<file path="src/rtl/dpram_stream_reader.sv">
// dpram_stream_reader: streams a RAM region out of the read port on a valid/ready interface,
// hiding the one-cycle read latency behind a 2-entry output buffer.
module dpram_stream_reader #(
    parameter int ADDR_WIDTH = 10,
    parameter int DATA_WIDTH = 32
) (
    input  logic                  clk,
    input  logic                  rst_n,
    input  logic                  start,
    input  logic [ADDR_WIDTH-1:0] base_addr,
    input  logic [ADDR_WIDTH:0]   length,
    output logic                  busy,
    output logic                  done,
    output logic [ADDR_WIDTH-1:0] ram_addr,
    input  logic [DATA_WIDTH-1:0] ram_rdata,
    output logic                  dout_valid,
    output logic [DATA_WIDTH-1:0] dout_data,
    output logic                  dout_last,
    input  logic                  dout_ready
);
    localparam logic [1:0] IDLE  = 2'd0;
    localparam logic [1:0] RUN   = 2'd1;
    localparam logic [1:0] DRAIN = 2'd2;
    localparam logic [1:0] DONE  = 2'd3;
    localparam logic [ADDR_WIDTH:0] ONE = {{ADDR_WIDTH{1'b0}}, 1'b1};

    logic [1:0]            state, state_nxt;
    logic [ADDR_WIDTH-1:0] addr_cnt;
    logic [ADDR_WIDTH:0]   issue_rem, out_rem;
    logic                  inflight, rd_ptr, wr_ptr, pop, issue;
    logic [1:0]            count;
    logic [DATA_WIDTH-1:0] buf_q [2];

    assign pop        = dout_valid & dout_ready;
    // Buffered words plus the pending read must leave room for the new read's data.
    assign issue      = (state == RUN) && (issue_rem != '0) &&
                        (({1'b0, count} + {2'b0, inflight}) < (3'd2 + {2'b0, pop}));
    assign ram_addr   = addr_cnt;
    assign dout_valid = count != 2'd0;
    assign dout_data  = buf_q[rd_ptr];
    assign dout_last  = dout_valid && (out_rem == ONE);
    assign busy       = state != IDLE;
    assign done       = state == DONE;

    always_comb begin
        state_nxt = (state == IDLE)  ? (start ? ((length == '0) ? DONE : RUN) : IDLE) :
                    (state == RUN)   ? ((issue && issue_rem == ONE) ? DRAIN : RUN) :
                    (state == DRAIN) ? ((pop && out_rem == ONE) ? DONE : DRAIN) : IDLE;
    end

    always_ff @(posedge clk or negedge rst_n) begin
        if (!rst_n) begin
            state     <= IDLE;
            addr_cnt  <= '0;
            issue_rem <= '0;
            out_rem   <= '0;
            inflight  <= 1'b0;
            rd_ptr    <= 1'b0;
            wr_ptr    <= 1'b0;
            count     <= 2'd0;
            buf_q[0]  <= '0;
            buf_q[1]  <= '0;
        end else begin
            state    <= state_nxt;
            inflight <= issue;
            count    <= count + {1'b0, inflight} - {1'b0, pop};
            if (state == IDLE && start) begin
                addr_cnt  <= base_addr;
                issue_rem <= length;
                out_rem   <= length;
            end
            if (issue) begin
                addr_cnt  <= addr_cnt + 1'b1;
                issue_rem <= issue_rem - ONE;
            end
            if (inflight) begin
                buf_q[wr_ptr] <= ram_rdata;
                wr_ptr        <= ~wr_ptr;
            end
            if (pop) begin
                rd_ptr  <= ~rd_ptr;
                out_rem <= out_rem - ONE;
            end
        end
    end
endmodule

</file>
<file path="config.mk">
export PLATFORM = sky130hd
export DESIGN_NAME = dpram_stream_reader
export DESIGN_NICKNAME = d
export VERILOG_FILES = /design/src/rtl/dpram_stream_reader.sv
export SDC_FILE = /design/constraint.sdc
export NUM_CORES = 1
export LEC_CHECK = 0
export BUFFER_PORTS_ARGS = -buffer_cell sky130_fd_sc_hd__buf_2
export CAP_MARGIN = 20
export CORE_MARGIN = 10
export CORE_UTILIZATION = 56
export DETAILED_ROUTE_END_ITERATION = 10
export PLACE_DENSITY = 0.89
export SLEW_MARGIN = 5
export SYNTH_ARGS = -nofsm -noshare
export SYNTH_HDL_FRONTEND = slang
export SYNTH_SLANG_ARGS = --single-unit
</file>
<file path="constraint.sdc">
create_clock -name clk -period 5.41 [get_ports clk]
set_input_delay 1.082 -clock clk [delete_from_list [all_inputs] [get_ports clk]]
set_output_delay 1.082 -clock clk [all_outputs]
set_load 0.01 [all_outputs]
</file>
==> impl_metrics.py <==
metrics = {
    "global_routing": {
        "grt_pass1_wl_um": 19200,
        "grt.total_usage": 0.177,
        "antenna_found_initial": 0,
        "grt_pass1_vias": 4074,
        "grt_max_degree": 66,
        "overflow": 0,
    },
    "power_and_ir_drop": {
        "vdd_drop_max_uv": 299,
        "power_density_nw_per_um2": 630,
        "p_leak_uw": 0.00262,
    },
    "cells_and_area": {
        "drive_gt1_frac": 0.433,
        "antenna_cells": 0,
        "fillers": 683,
        "synthToLayoutAreaGrowth_pct": 15.6,
        "final_nets": 588,
    },
    "synth": {
        "synth.avg_cell_area_um2": 11.8,
        "synth_common_cells": "103 x dfrtp_1, 96 x mux2_2, 34 x nand2_1",
        "synth_top_area_cell": "dfrtp_1",
        "synth_most_common_cell": "dfrtp_1",
        "yosys_warnings": 0,
        "synth-edff-count": 0,
        "synth_async_sr_flop_share": 1.00,
        "syn_area_um2": 5000,
        "ys.flop_type": "dfrtp_1",
        "synth_top_area_frac": 0.515,
        "synth-seq-area-share": 0.515,
        "syn-instance-count": 425,
        "yosysUniqueCellTypes": 52,
        "synth_seq_cells": 103,
        "syn_nets": 491,
        "synth_area_leaders": "dfrtp_1 52%, mux2_2 22%, nand2_1 2.6%, ha_1 2.3%, nor2_1 1.4%",
    },
    "placed_design": {
        "pre_cts_slack_ns": 2.21,
        "gp_congestion": 0.913,
        "post-dp-hpwl_um": 8410,
        "io_buffers": 102,
    },
    "worst_setup_path": {
        "critPathSlowestCell": "or4_1",
        "path_cells": "or3_1 -> or4_1 -> nor4_1 -> buf_2",
        "path_buf_inv": 1,
        "path_depth": 4,
        "regToRegSetupSlack_ns": 2.66,
        "required_ns": 4.33,
        "worstPathMaxFanout": 5,
        "cpPeakStageDelay_ns": 0.52,
        "regToRegStartpoint": "count[1]$_DFF_PN0_",
        "crit_path_start_kind": "flip-flop",
        "path_class": "reg2out",
        "crit_start": "out_rem[3]$_DFFE_PN0P_",
        "end_kind": "output port",
        "ff2ff_path_depth": 6,
        "arrival_ns": 2.19,
        "cp_top_family": "simple AND/OR/NAND/NOR gates",
        "timing.rr.end": "ram_addr[6]$_DFFE_PN0P_",
    },
    "timing": {
        "slew_headroom": 0.341,
        "fin_tns_setup_ns": 0,
        "drv_slew": 0,
        "setup_ws_ns": 2.14,
        "timing_hold_violations_final": 0,
        "fin_crit_sh": 0.605,
        "fin_crit_ns": 3.27,
        "rsz0062_at_grt": "false",
        "worstMarginPinSlew_ns": 0.983,
        "skew_ns": 0.00999,
        "fmaxAchievable_mhz": 306,
        "setup_viol": 0,
        "hold_slack_ns": 0.475,
    },
    "routing": {
        "drt-pass1-iter-count": 5,
        "drc": 0,
        "dr_total_vias": 3815,
        "avgViaCountPerCell": 6.02,
        "postRouteAntennaNets": 0,
        "drtIter0Drc": 203,
        "drt_wl_total_um": 11600,
        "wl_per_cell_um": 18.3,
    },
    "clock_network": {
        "clkSinkCount": 103,
        "cts_buffer_depth": 2,
        "clk_pin_slew_worst_paths_ns": 0.10,
        "tritoncts": "built",
        "htree_levels": 3,
        "postCtsHoldBufs": 0,
        "cts_resized": 0,
        "cts_setup_buffers": 0,
        "cts_made_buffers": 9,
        "root_buffer": "clkbuf_8",
        "clock_latency_ns": 0.36,
    },
    "floorplan": {
        "start_util": 0.574,
        "die_w_um": 115,
        "core_area_um2": 8720,
        "die-area_um2": 13100,
        "ios": 103,
        "die_y_um": 115,
        "rows": 34,
    },
    "min_path": {
        "hold_path_class": "reg2reg",
        "whs_path_depth": 1,
        "worstHoldStart": "rd_ptr$_DFFE_PN0P_",
        "min_to": "rd_ptr$_DFFE_PN0P_",
    },
    "run": {
        "drv_cap": 0,
    },
    "status": {
        "status": "finished clean",
    },
}
layout by cell type (no fill, tap or decap), types with 2 or more instances in the layout:
cell and count:
and3_1 5, a22oi_1 3, a21oi_1 11, nand3_1 11, o21ai_0 11, dfrtp_1 103
buf_4 4, or2_2 3, and2_1 4, nor2b_1 2, buf_2 101, a31oi_1 2
a211oi_1 2, nand4_1 4, a32o_1 3, inv_1 15, nor2_1 19, nor3_1 10
inv_8 2, a32oi_1 3, o311ai_0 3, clkbuf_8 9, nand2_1 34, a221o_1 3
clkinvlp_4 2, o211ai_1 6, o221a_2 2, xnor2_1 3, o221ai_1 3, mux2_2 96
or4_1 3, ha_1 9, nor3b_1 2, o32ai_1 2, or3_1 5, nor4_1 6
routing by layer:
metal | up-vias | track usage | wire length (um)
met1 | 1885 | 0.203 | 4670
met4 | 0 | 0.0627 | 217
met5 | - | 0 | 0
met2 | 156 | 0.300 | 5770
met3 | 23 | 0.0577 | 934
li1 | 1751 | - | -
cells by family after synthesis:
family	after synthesis	share of synthesized area
AND/OR/NAND/NOR	113	0.116
flip-flops	103	0.515
multiplexers	97	0.218
AO/OA/AOI/OAI	64	0.0938
buffers and inverters	35	0.0275
adder cells (fa/ha/maj)	9	0.0225
XOR/XNOR	4	0.00700
worst max-delay path by stage:
stage | to | slack (ns)
2_1_floorplan | dout_last | 2.61
3_3_place_gp | ram_addr[6]$_DFFE_PN0P_ | 2.29
3_5_place_dp | ram_addr[6]$_DFFE_PN0P_ | 2.21
4_1_cts | dout_last | 2.13
5_1_grt | dout_last | 1.97
6_report | dout_last | 2.14
final cells by class:
cell class / count / area [um^2] / share of cell area
inverter: 16 / 60.1 / 0.0104
multi-input combinational: 287 / 2300 / 0.397
tap: 108 / 135 / 0.0234
timing repair buffer: 105 / 536 / 0.0926
clock buffer: 9 / 124 / 0.0214
clock inverter: 6 / 55.1 / 0.00952
sequential: 103 / 2580 / 0.446
registers in the layout (all words and copies together) (netlist names):
register	count
issue_rem	11
count	2
buf_q	64
rd_ptr	1
out_rem	11
wr_ptr	1
state	2
ram_addr	10
inflight	1
power breakdown:
part           internal [uW]  total [uW]  switching [uW]
combinational            891        1780             889
sequential              1160        1420             265
clock                    174         443             270
total                   2220        3640            1420
metrics by stage:
step / instance area (um^2) / utilization / cells / total power, uW
after floorplan: 5000 / - / 425 / 2690
after global placement: 5600 / 0.643 / 619 / 3120
after detailed placement: 5600 / 0.643 / 619 / 3240
after CTS: 5780 / 0.663 / 634 / 3680
after global routing: 5780 / 0.663 / 634 / 3910
final: 5780 / 0.663 / 634 / 3640
No activity file was read; power rests on OpenSTA's default activity.
